## config.mk

```make
export PLATFORM = sky130hd
export DESIGN_NAME = pcie_cfg_arbiter
export DESIGN_NICKNAME = d
export VERILOG_FILES = /design/src/rtl/pcie_cfg_arbiter.sv
export SDC_FILE = /design/constraint.sdc
export NUM_CORES = 1
export LEC_CHECK = 0
export ABC_AREA = 1
export BUFFER_PORTS_ARGS = -buffer_cell sky130_fd_sc_hd__buf_2
export CORE_MARGIN = 5
export CORE_UTILIZATION = 43
export DETAILED_ROUTE_END_ITERATION = 10
export GPL_ROUTABILITY_DRIVEN = 0
export PLACE_DENSITY = 0.75
export SYNTH_ARGS = -nofsm -noshare
export SYNTH_HDL_FRONTEND = slang
export SYNTH_SLANG_ARGS = --single-unit
```

## constraint.sdc

```tcl
create_clock -name user_clk -period 2.4 [get_ports user_clk]
set_input_delay 0.12 -clock user_clk [delete_from_list [all_inputs] [get_ports user_clk]]
set_output_delay 0.12 -clock user_clk [all_outputs]
set_load 0.005 [all_outputs]
```

## src/rtl/pcie_cfg_arbiter.sv

```systemverilog
// pcie_cfg_arbiter
// Shares the Root Port config TLP generator and completion decoder between the
// boot-time ROM configurator (r0) and the runtime host config path (r1). One
// transaction is in flight at a time; CRS completions are retried automatically
// and the completion wait is bounded by a timeout.
module pcie_cfg_arbiter #(
  parameter int FIXED_PRIO    = 1,
  parameter int TO_WIDTH      = 16,
  parameter int CPL_TIMEOUT   = 50000,
  parameter int MAX_CRS_RETRY = 8
) (
  input  logic        user_clk,
  input  logic        reset_n,
  input  logic        r0_req_valid,
  input  logic [17:0] r0_req_hdr,
  input  logic [31:0] r0_req_data,
  output logic        r0_req_ready,
  output logic        r0_rsp_valid,
  output logic [2:0]  r0_rsp_status,
  output logic [31:0] r0_rsp_data,
  input  logic        r1_req_valid,
  input  logic [17:0] r1_req_hdr,
  input  logic [31:0] r1_req_data,
  output logic        r1_req_ready,
  output logic        r1_rsp_valid,
  output logic [2:0]  r1_rsp_status,
  output logic [31:0] r1_rsp_data,
  output logic [1:0]  pkt_type,
  output logic [1:0]  pkt_func_num,
  output logic [9:0]  pkt_reg_num,
  output logic [3:0]  pkt_1dw_be,
  output logic [2:0]  pkt_msg_routing,
  output logic [7:0]  pkt_msg_code,
  output logic [31:0] pkt_data,
  output logic        pkt_start,
  input  logic        pkt_done,
  input  logic        cpl_sc,
  input  logic        cpl_ur,
  input  logic        cpl_crs,
  input  logic        cpl_ca,
  input  logic        cpl_mismatch,
  input  logic [31:0] cpl_data,
  output logic        busy,
  output logic        owner
);

  typedef enum logic [2:0] {
    ST_IDLE,
    ST_ISSUE,
    ST_WAIT_PKT,
    ST_WAIT_CPL,
    ST_RESP
  } state_t;

  localparam logic [2:0] STS_OK       = 3'd0;
  localparam logic [2:0] STS_UR       = 3'd1;
  localparam logic [2:0] STS_CA       = 3'd2;
  localparam logic [2:0] STS_CRS      = 3'd3;
  localparam logic [2:0] STS_MISMATCH = 3'd4;
  localparam logic [2:0] STS_TIMEOUT  = 3'd5;

  localparam logic [TO_WIDTH-1:0] TO_LAST   = TO_WIDTH'(CPL_TIMEOUT - 1);
  localparam logic [TO_WIDTH-1:0] TO_ONE    = TO_WIDTH'(1);
  localparam logic [3:0]          RETRY_MAX = 4'(MAX_CRS_RETRY);

  state_t              state_q, state_d;
  logic                owner_q, owner_d;
  logic                last_grant_q, last_grant_d;
  logic [17:0]         hdr_q, hdr_d;
  logic [31:0]         data_q, data_d;
  logic [TO_WIDTH-1:0] to_cnt_q, to_cnt_d;
  logic [3:0]          retry_q, retry_d;
  logic [2:0]          rsp0_status_q, rsp0_status_d, rsp1_status_q, rsp1_status_d;
  logic [31:0]         rsp0_data_q, rsp0_data_d, rsp1_data_q, rsp1_data_d;

  logic                grant_sel;
  logic                ready0, ready1;
  logic                rsp_load;
  logic [2:0]          rsp_status;
  logic [31:0]         rsp_data;

  // Pick the requester that would win if the arbiter accepts this cycle (1 = r1).
  always_comb begin
    grant_sel = 1'b0;
    if (!r0_req_valid) begin
      grant_sel = 1'b1;
    end else if ((FIXED_PRIO == 0) && r1_req_valid) begin
      grant_sel = ~last_grant_q;
    end
  end

  // Transaction FSM: accept, issue TLP, wait for completion/retry/timeout, respond.
  always_comb begin
    state_d      = state_q;
    owner_d      = owner_q;
    last_grant_d = last_grant_q;
    hdr_d        = hdr_q;
    data_d       = data_q;
    to_cnt_d     = to_cnt_q;
    retry_d      = retry_q;
    ready0       = 1'b0;
    ready1       = 1'b0;
    rsp_load     = 1'b0;
    rsp_status   = STS_OK;
    rsp_data     = '0;
    case (state_q)
      ST_IDLE: begin
        if (r0_req_valid || r1_req_valid) begin
          ready0       = ~grant_sel;
          ready1       = grant_sel;
          hdr_d        = grant_sel ? r1_req_hdr : r0_req_hdr;
          data_d       = grant_sel ? r1_req_data : r0_req_data;
          owner_d      = grant_sel;
          last_grant_d = grant_sel;
          to_cnt_d     = '0;
          retry_d      = '0;
          state_d      = ST_ISSUE;
        end
      end
      ST_ISSUE: state_d = ST_WAIT_PKT;
      ST_WAIT_PKT: begin
        if (pkt_done) begin
          if (hdr_q[17]) begin
            rsp_load = 1'b1;
            state_d  = ST_RESP;
          end else begin
            to_cnt_d = '0;
            state_d  = ST_WAIT_CPL;
          end
        end
      end
      ST_WAIT_CPL: begin
        if (cpl_sc) begin
          rsp_load = 1'b1;
          rsp_data = cpl_data;
          state_d  = ST_RESP;
        end else if (cpl_crs) begin
          if (retry_q < RETRY_MAX) begin
            retry_d = retry_q + 4'd1;
            state_d = ST_ISSUE;
          end else begin
            rsp_load   = 1'b1;
            rsp_status = STS_CRS;
            state_d    = ST_RESP;
          end
        end else if (cpl_ur) begin
          rsp_load   = 1'b1;
          rsp_status = STS_UR;
          state_d    = ST_RESP;
        end else if (cpl_ca) begin
          rsp_load   = 1'b1;
          rsp_status = STS_CA;
          state_d    = ST_RESP;
        end else if (cpl_mismatch) begin
          rsp_load   = 1'b1;
          rsp_status = STS_MISMATCH;
          state_d    = ST_RESP;
        end else if (to_cnt_q == TO_LAST) begin
          rsp_load   = 1'b1;
          rsp_status = STS_TIMEOUT;
          state_d    = ST_RESP;
        end else if (to_cnt_q != '1) begin
          to_cnt_d = to_cnt_q + TO_ONE;
        end
      end
      ST_RESP: state_d = ST_IDLE;
      default: state_d = ST_IDLE;
    endcase
  end

  // Response registers per requester; only the owner's copy is updated.
  always_comb begin
    rsp0_status_d = rsp0_status_q;
    rsp0_data_d   = rsp0_data_q;
    rsp1_status_d = rsp1_status_q;
    rsp1_data_d   = rsp1_data_q;
    if (rsp_load) begin
      if (owner_q) begin
        rsp1_status_d = rsp_status;
        rsp1_data_d   = rsp_data;
      end else begin
        rsp0_status_d = rsp_status;
        rsp0_data_d   = rsp_data;
      end
    end
  end

  // State and datapath registers; last_grant resets to r1 so r0 wins the first tie.
  always_ff @(posedge user_clk or negedge reset_n) begin
    if (!reset_n) begin
      state_q       <= ST_IDLE;
      owner_q       <= 1'b0;
      last_grant_q  <= 1'b1;
      hdr_q         <= '0;
      data_q        <= '0;
      to_cnt_q      <= '0;
      retry_q       <= '0;
      rsp0_status_q <= '0;
      rsp0_data_q   <= '0;
      rsp1_status_q <= '0;
      rsp1_data_q   <= '0;
    end else begin
      state_q       <= state_d;
      owner_q       <= owner_d;
      last_grant_q  <= last_grant_d;
      hdr_q         <= hdr_d;
      data_q        <= data_d;
      to_cnt_q      <= to_cnt_d;
      retry_q       <= retry_d;
      rsp0_status_q <= rsp0_status_d;
      rsp0_data_q   <= rsp0_data_d;
      rsp1_status_q <= rsp1_status_d;
      rsp1_data_q   <= rsp1_data_d;
    end
  end

  // Ready is combinational from valid, so hold it low while reset is asserted.
  assign r0_req_ready    = ready0 & reset_n;
  assign r1_req_ready    = ready1 & reset_n;
  assign r0_rsp_valid    = (state_q == ST_RESP) && !owner_q;
  assign r1_rsp_valid    = (state_q == ST_RESP) && owner_q;
  assign r0_rsp_status   = rsp0_status_q;
  assign r0_rsp_data     = rsp0_data_q;
  assign r1_rsp_status   = rsp1_status_q;
  assign r1_rsp_data     = rsp1_data_q;
  assign pkt_type        = hdr_q[17:16];
  assign pkt_func_num    = hdr_q[15:14];
  assign pkt_reg_num     = hdr_q[13:4];
  assign pkt_1dw_be      = hdr_q[3:0];
  assign pkt_msg_routing = hdr_q[10:8];
  assign pkt_msg_code    = hdr_q[7:0];
  assign pkt_data        = data_q;
  assign pkt_start       = (state_q == ST_ISSUE);
  assign busy            = (state_q != ST_IDLE);
  assign owner           = owner_q;

endmodule

```

======== Word-level counts from Yosys, hierarchy flattened ========
Cells that the tools add are included.
operators by class
  equality and inequality tests ........... 19
  bitwise gates (word level) .............. 3
  magnitude comparators ................... 1
  reduce and logical (&&, ||, !) cells .... 14
  mux-type cells .......................... 54
  $add $sub $neg .......................... 2
operators with widths
  cell                                                              count
  16-bit 2-to-1 mux                                                 10
  32-bit 2-to-1 mux                                                 3
  3-bit 2-to-1 mux                                                  17
  16-bit one-hot mux with 3 select lines                            1
  2-bit inequality test (second input constant)                     12
  18-bit 2-to-1 mux                                                 1
  16-bit by 1-bit adder with 16-bit output (second input constant)  1
  16-bit == test (second input constant)                            1
  4-bit 2-to-1 mux                                                  4
  16-bit inequality test (second input constant)                    1
  1-bit 2-to-1 mux                                                  14
  3-bit one-hot mux with 4 select lines                             1
  11-bit AND reduction                                              1
  4-bit one-hot mux with 2 select lines                             1
  7-bit inequality test (second input constant)                     1
  3-bit by 2-bit == test with 1-bit output (second input constant)  2
  2-bit AND reduction                                               3
  3-bit nonzero test                                                2
  5-bit AND reduction                                               1
  4-bit by 1-bit adder with 4-bit output (second input constant)    1
  4-bit less-than comparator (second input constant)                1
  3-bit by 1-bit == test with 1-bit output (second input constant)  1
  3-bit == test (second input constant)                             1
  3-bit zero test                                                   1
  other kinds (9)                                                   11
word-level totals
  output and inout port bits .............. 138
  register bits after elaboration ......... 144
  bits of input ports ..................... 142

======== Longest topological paths before layout ========
Gate-level depths: netlist of run 1.
  depth in word-level cells ............... 9
  depth in mapped cells ................... 12
  gate-level depth less buffers ........... 11

======== Worst setup path after synthesis of run 1 ========
OpenSTA, ideal clock, no wires.
  path kind ............................... reg-to-reg
  from .................................... reg to_cnt_q[0]
  to ...................................... reg to_cnt_q[5]
  clock period less this slack ............ 1.636 ns
  path buffers ............................ 1
  arrival ................................. 1.519 ns
  stages on the path, launching flop included .. 11
  required time ........................... 2.283 ns
  setup time .............................. 0.117 ns
  slack ................................... 0.764 ns
  cell sequence ........................... dfrtp_1 > ha_1 > nand3_1 > nor2_1 > nand2_1 > nand3_2 > nand2_2 > nand3_2 > buf_6 > nand2_1 > nand2_1
on the way
  cells in the longest elaborated chain, start to end .. 9
  elaborated cells between the ends (all ways) .. 14
RTL lines
  what                                      line  text
  start: declaration                        71    logic [TO_WIDTH-1:0] to_cnt_q, to_cnt_d;
  start signal: assignment                  208   to_cnt_q <= to_cnt_d;
  16-bit by 1-bit adder with 16-bit output  163   to_cnt_d = to_cnt_q + TO_ONE;
  16-bit 2-to-1 mux                         162   end else if (to_cnt_q != '1) begin
  16-bit 2-to-1 mux                         158   end else if (to_cnt_q == TO_LAST) begin
  16-bit 2-to-1 mux                         154   end else if (cpl_mismatch) begin
  16-bit 2-to-1 mux                         150   end else if (cpl_ca) begin
  16-bit 2-to-1 mux                         146   end else if (cpl_ur) begin
  16-bit 2-to-1 mux                         137   end else if (cpl_crs) begin
  16-bit 2-to-1 mux                         133   if (cpl_sc) begin
  16-bit one-hot mux with 3 select lines    106   case (state_q)
Parallel ways exist; a longest one is shown, timed or not. The select of a mux whose other input is x is not followed.
A chain may end at the register's enable or synchronous reset.

======== Worst setup path after layout of run 1 ========
  from .................................... reg state_q[0]
  to ...................................... reg hdr_q[2]
on the way
  cells in the longest elaborated chain, start to end .. 2
RTL lines
  what                           line  text
  start: declaration             66    state_t state_q, state_d;
  start signal: assignment       203   state_q <= state_d;
  3-bit zero test                106
  2-bit AND reduction (no line)  -
  end signal: assignment         206   hdr_q <= hdr_d;
  end: declaration               69    logic [17:0] hdr_q, hdr_d;
No other way between the ends.

==> reports/results.ini, run 1 <==
[run_status]
status = complete, no violations

[cts]
clockRootBuffer = clkbuf_16
path_clk_slew_ps = 70
cts_sinks = 144
numCtsBuffers = 17
postCtsSetupBuffers = 0
cts.htree.levels = 4
clock_latency_ps = 420
clock_path_buffers = 2
tritoncts = done

[yosys]
syn_inst = 932
syn-mean-instance-area_um2 = 7.756
yosys.area_share.simple_pct = 35.62
ys_seq_area_share_pct = 49.85
synth_area_um2 = 7228
synth_top_family_by_area = simple AND/OR/NAND/NOR gates
ys.flop_type = dfrtp_1
yosys_warnings = 0
synthArstFlopShare_pct = 100.0
muxShareOfSynthArea_pct = 0
synthXorXnorAreaFrac_pct = 0.4847
synth_edf_count = 0
synth_cell_types = 38
synth_compound_area_share_pct = 7.218
synth_seq_cells = 144
synth-adder-area-share_pct = 0.3462
syn-num-nets = 1076

[timing]
fmax_mhz = 435.8
period_share_pct = 95.62
tightest_slew_ps = 661.9
min_period_ps = 2295
max_slew_margin_pct = 55.46
holdWs_ps = 17.43
timing_hold_violations_final = 0
setup_viol = 0
slew_violations = 0
fin_skew_ps = 13.39
setup_tns_ps = 0

[worst_hold_path]
min_from = r0_req_hdr[14]
holdPathEnd = hdr_q[14]$_DFFE_PN0P_
min_path_type = input pin to flop
holdPathStages = 3

[global_routing]
antenna_found_initial = 5
grt_pass1_vias = 7586
grt_max_degree = 101
grt_overflow = 0
grt.total_usage_pct = 24.98
grt_pass1_wl_mm = 39.28

[floorplanning]
dieArea_um2 = 19500
core.rowCount = 47
num_io_pins = 280
die_w_um = 139.7
die_height_um = 139.7
start_util_pct = 43.74
core_um2 = 16520

[routing]
drc_errors = 0
routed_via_density = 5.165
drt_iter0_drc = 621
num_vias = 7727
first_pass_iters = 5
routed_wl_mm = 24.90
wl_per_cell_um = 16.65
ant_nets = 0

[setup_path]
r2r_slack_ps = 110
critPathMaxFanout = 100
crit_arrival_ps = 2650
worstRegToRegCells = 10
r2r_start = state_q[0]$_DFFE_PN0P_
worstPathRequired_ps = 2750
path_cells = inv_2 -> nand2_4 -> inv_2 -> nand2_1 -> nor2_4 -> inv_2 -> buf_12 -> nand2_1 -> o31ai_1 -> dlygate4sd3_1
worst_setup_path_end_kind = flop
regToRegEndpoint = hdr_q[2]$_DFFE_PN0P_
crit_top_cell = inv_2
slowest_delay_ps = 630
startpoint_type = flop
crit_type = flop to flop
cpMaxStageDelayCell = dlygate4sd3_1

[placement]
port_buffers = 279
dp_hpwl_mm = 15.94
placed_area_um2 = 8715
dp_cells = 1380

[finish]
area_growth_pct = 41.25
final_nets = 1402
final_cells = 1496
drive_gt1_share_pct = 28.48
fin_area_um2 = 10210

[pwr]
peakVddDrop_v = 0.0006670
p_per_area_nw_per_um2 = 1141
power_mw = 11.65
leakagePower_nw = 5.518

[flow_run]
maxCapViolCount = 0

timing repair:
action                                 4_1_cts  5_1_grt
hold buffers                                79        0
setup endpoints to repair                    0       13
gates resized for setup                      0        6
endpoints found under the hold margin       97        0
synthesized netlist by cell type, types with 3 or more instances:
cell type	n	area share (%)
o21ai_0	5	0.35
nor2_1	182	9.5
nand2_1	303	16
nand3_2	4	0.55
inv_2	7	0.36
dfrtp_1	144	50
a21oi_1	4	0.28
buf_4	18	1.9
xor2_1	3	0.36
o31ai_1	51	5.3
o21bai_1	4	0.42
nand3_1	96	6.6
nor2_2	4	0.35
nand2_2	8	0.69
clkbuf_1	29	1.5
nand4_1	4	0.35
buf_2	16	1.1
nor3_1	4	0.28
inv_1	22	1.1
worst max-delay path by stage:
stage               slack [ps]                     endpoint                     from
floorplan                  760      to_cnt_q[5]$_DFFE_PN0P_  to_cnt_q[0]$_DFFE_PN0P_
global placement           350  r1_rsp_data[17]$_DFFE_PN0P_   state_q[2]$_DFFE_PN0P_
detailed placement         280   r1_rsp_data[6]$_DFFE_PN0P_   state_q[2]$_DFFE_PN0P_
CTS                        160         hdr_q[6]$_DFFE_PN0P_   state_q[0]$_DFFE_PN0P_
global route               -20     pkt_data[28]$_DFFE_PN0P_   state_q[0]$_DFFE_PN0P_
finish                     110         hdr_q[2]$_DFFE_PN0P_   state_q[0]$_DFFE_PN0P_
sequential cells by signal (all words and copies together) (netlist names):
signal	flops
state_q	3
to_cnt_q	16
retry_q	4
hdr_q	18
r1_rsp_status	3
r0_rsp_status	3
pkt_data	32
r1_rsp_data	32
r0_rsp_data	32
owner	1
layer usage:
layer / wire length [µm] / GRT usage [%]
met3: 2304 / 7.444
met1: 9522 / 30.18
met2: 11900 / 40.03
met5: 13 / 0
met4: 1165 / 13.97
critical path, delay by kind of cell, from the launching register on:
family / cells / cell delay [ps]
buffers and inverters: 5 / 1150
flip-flops: 1 / 420
AO/OA/AOI/OAI: 1 / 100
AND/OR/NAND/NOR: 4 / 490
metrics by stage:
step	setup slack [ps]	utilization [%]
after floorplan	764.0	-
after global placement	352.3	52.74
after detailed placement	284.8	52.74
after CTS	162.3	61.53
after global routing	-21.62	61.77
final	105.2	61.79
logic make-up after synthesis:
group | count (synthesis)
xor gates and xnor gates | 4
and+or+nand+nor | 614
adders and majority gates | 2
buffers and inverters | 96
AOI/OAI and AO/OA | 72
DFF | 144
power breakdown:
| part | internal (mW) | switching (mW) |
|---|---|---|
| Combinational | 2.08 | 2.80 |
| Sequential | 3.25 | 0.551 |
| Clock | 1.91 | 1.07 |
| Total | 7.24 | 4.42 |
layout by cell type (no fill, tap or decap), types with 7 or more instances in the layout:
cell           synthesis  layout
nand2_1              303     303
buf_2                 16     278
nor2_1               182     182
dfrtp_1              144     144
nand3_1               96      96
dlygate4sd3_1          0      79
o31ai_1               51      46
inv_1                 22      22
clkbuf_16              0      17
buf_4                 18      10
nand2_2                8       8
inv_2                  7       7
area by class of cell:
cell class                      count  area (µm²)
Tap cell                          220       275.3
Clock buffer                       20       456.7
Multi-Input combinational cell    692        3187
Timing Repair Buffer              372        2349
Inverter                           31       121.4
Antenna cell                        5       12.51
Sequential cell                   144        3603
Clock inverter                     12       205.2
Fill cell                        1395        6315
Note: power is estimated with default switching activity, not from simulation.
==> run 2: changes to the inputs <==
clock period = 2.6 ns   (was 2.4 ns; I/O delays follow)
==> reports/results.ini, run 2 (same netlist as run 1, synthesis figures left out) <==
[run_status]
status = complete, no violations  ; unchanged

[timing]
setup_ws_ps = 255.7  ; was 105.2 ps
min_period_ps = 2344  ; was 2295 ps
rsz0062_at_grt = false
fmax_mhz = 426.6  ; was 435.8 MHz
setup_tns_ps = 0  ; unchanged
max_slew_margin_pct = 58.72  ; was 55.46%
fin_skew_ps = 11.76  ; was 13.39 ps
setup_viol = 0  ; unchanged
slew_violations = 0  ; unchanged
tightest_slew_ps = 618.0  ; was 661.9 ps
period_share_pct = 90.17  ; was 95.62%
timing_hold_violations_final = 0  ; unchanged

[setup_path]
startpoint_type = flop  ; unchanged
worst_setup_path_end_kind = flop  ; unchanged
r2r_start = state_q[2]$_DFFE_PN0P_  ; was state_q[0]$_DFFE_PN0P_
crit_path_start = state_q[2]$_DFFE_PN0P_  ; was state_q[0]$_DFFE_PN0P_
worstPathRequired_ps = 2950  ; was 2750 ps
crit_arrival_ps = 2690  ; was 2650 ps
critPathMaxFanout = 52  ; was 100
crit_type = flop to flop  ; unchanged

[routing]
routed_wl_mm = 22.65  ; was 24.90 mm
routed_via_density = 5.013  ; was 5.165
drc_errors = 0  ; unchanged
wl_per_cell_um = 15.65  ; was 16.65 µm
num_vias = 7254  ; was 7,727
ant_nets = 0  ; unchanged
first_pass_iters = 5  ; unchanged
drt_iter0_drc = 340  ; was 621

[global_routing]
grt_pass1_vias = 7211  ; was 7,586
grt.total_usage_pct = 22.69  ; was 24.98%
antenna_found_initial = 7  ; was 5
grt_overflow = 0  ; unchanged
grt_pass1_wl_mm = 36.11  ; was 39.28 mm
grt_max_degree = 97  ; was 101

[cts]
postCtsSetupBuffers = 0  ; unchanged
cts.htree.levels = 4  ; unchanged
path_clk_slew_ps = 60  ; was 70 ps
cts.repair.resized = 0  ; unchanged
clock_path_buffers = 2  ; unchanged
clockRootBuffer = clkbuf_16  ; unchanged
ctsHoldBuffers = 30  ; was 79
cts_sinks = 144  ; unchanged
tritoncts = done  ; unchanged
clock_latency_ps = 410  ; was 420 ps
numCtsBuffers = 17  ; unchanged

[worst_hold_path]
min_path_type = input pin to flop  ; unchanged
min_from = r1_req_data[11]  ; was r0_req_hdr[14]

[floorplanning]
core.rowCount = 47  ; unchanged
die_w_um = 139.7  ; unchanged
die_height_um = 139.7  ; unchanged
dieArea_um2 = 19500  ; unchanged
num_io_pins = 280  ; unchanged
start_util_pct = 43.74  ; unchanged
core_um2 = 16520  ; unchanged

[finish]
drive_gt1_share_pct = 29.21  ; was 28.48%
final_nets = 1353  ; was 1,402
final_cell_mix = 303 x nand2_1, 278 x buf_2, 182 x nor2_1  ; unchanged
n_fill_cell = 1517  ; was 1,395
area_growth_pct = 33.46  ; was 41.25%
layout_commonest_cell = nand2_1  ; unchanged
post-route-util_pct = 58.38  ; was 61.79%

[pwr]
p_clk_share_pct = 25.6  ; was 25.5%
comb_power_share_pct = 39.0  ; was 41.8%
swShare_pct = 39.19  ; was 37.90%
internal-power_mw = 6.003  ; was 7.235 mW
p_per_area_nw_per_um2 = 1023  ; was 1141 nW/µm²
seq_power_share_pct = 35.4  ; was 32.6%
leakagePower_nw = 5.271  ; was 5.518 nW
peakVddDrop_v = 0.0005788  ; was 0.0006670 V
p_switching_mw = 3.868  ; was 4.417 mW

[placement]
dp_hpwl_mm = 16.14  ; was 15.94 mm
port_buffers = 279  ; unchanged
dp_slack_ps = 317.0  ; was 284.8 ps

[flow_run]
maxCapViolCount = 0  ; unchanged

run 2: worst paths after layout:
kind                       cells after the start  slack, ps                           to
max                                            9        260         hdr_q[2]$_DFFE_PN0P_
min                                            3          5     pkt_data[11]$_DFFE_PN0P_
max in group asynchronous                      3       1450       state_q[2]$_DFFE_PN0P_
min reg2reg                                    2        480  r0_rsp_data[13]$_DFFE_PN0P_
min in group asynchronous                      2        220     pkt_data[22]$_DFFE_PN0P_
max reg2reg                                    9        260         hdr_q[2]$_DFFE_PN0P_
run 2: final cells by class:
type | count | area (µm²) | share of cell area [%]
sequential | 144 | 3603 | 37.35
multi-input combinational | 692 | 3157 | 32.72
timing repair buffer | 323 | 1861 | 19.29
clock buffer | 18 | 439.2 | 4.553
tap | 220 | 275.3 | 2.853
clock inverter | 14 | 177.7 | 1.842
inverter | 31 | 121.4 | 1.258
antenna | 5 | 12.51 | 0.1297
run 2: power groups by stage:
| stage | sequential [mW] | combinational [mW] | clock, mW |
|---|---|---|---|
| after floorplan | 3.51 | 2.32 | 0 |
| after detailed placement | 3.49 | 3.82 | 0 |
| after CTS | 3.48 | 3.86 | 2.57 |
| after global routing | 3.59 | 4.26 | 2.67 |
| final | 3.50 | 3.85 | 2.53 |
| after global placement | 3.50 | 3.71 | 0 |
run 2: worst max-delay path: stages (launching register included):
cell           delay, ps
dfrtp_1              410
inv_2                120
nand2_4               90
inv_2                 70
nand2_1              110
nor2_2               240
inv_2                190
buf_12               230
o31ai_1              230
dlygate4sd3_1        580
run 2: layer usage:
| metal | routed length [µm] | vias to the layer above | global-route usage, % |
|---|---|---|---|
| met5 | 25 | - | 0 |
| met1 | 9214 | 3341 | 27.42 |
| met4 | 613 | 4 | 10.25 |
| met3 | 1788 | 41 | 6.655 |
| li1 | - | 3554 | - |
| met2 | 11010 | 314 | 37.66 |
run 2: per-stage QoR:
step	hold slack (ps)	instances	power [mW]	instance area, µm²
4_1_cts	0.5342	1441	9.914	9624
3_3_place_gp	95.68	1379	7.207	8707
3_5_place_dp	94.85	1379	7.309	8707
5_1_grt	2.150	1447	10.52	9647
6_report	4.809	1447	9.871	9647
2_1_floorplan	-165.6	932	5.828	7228
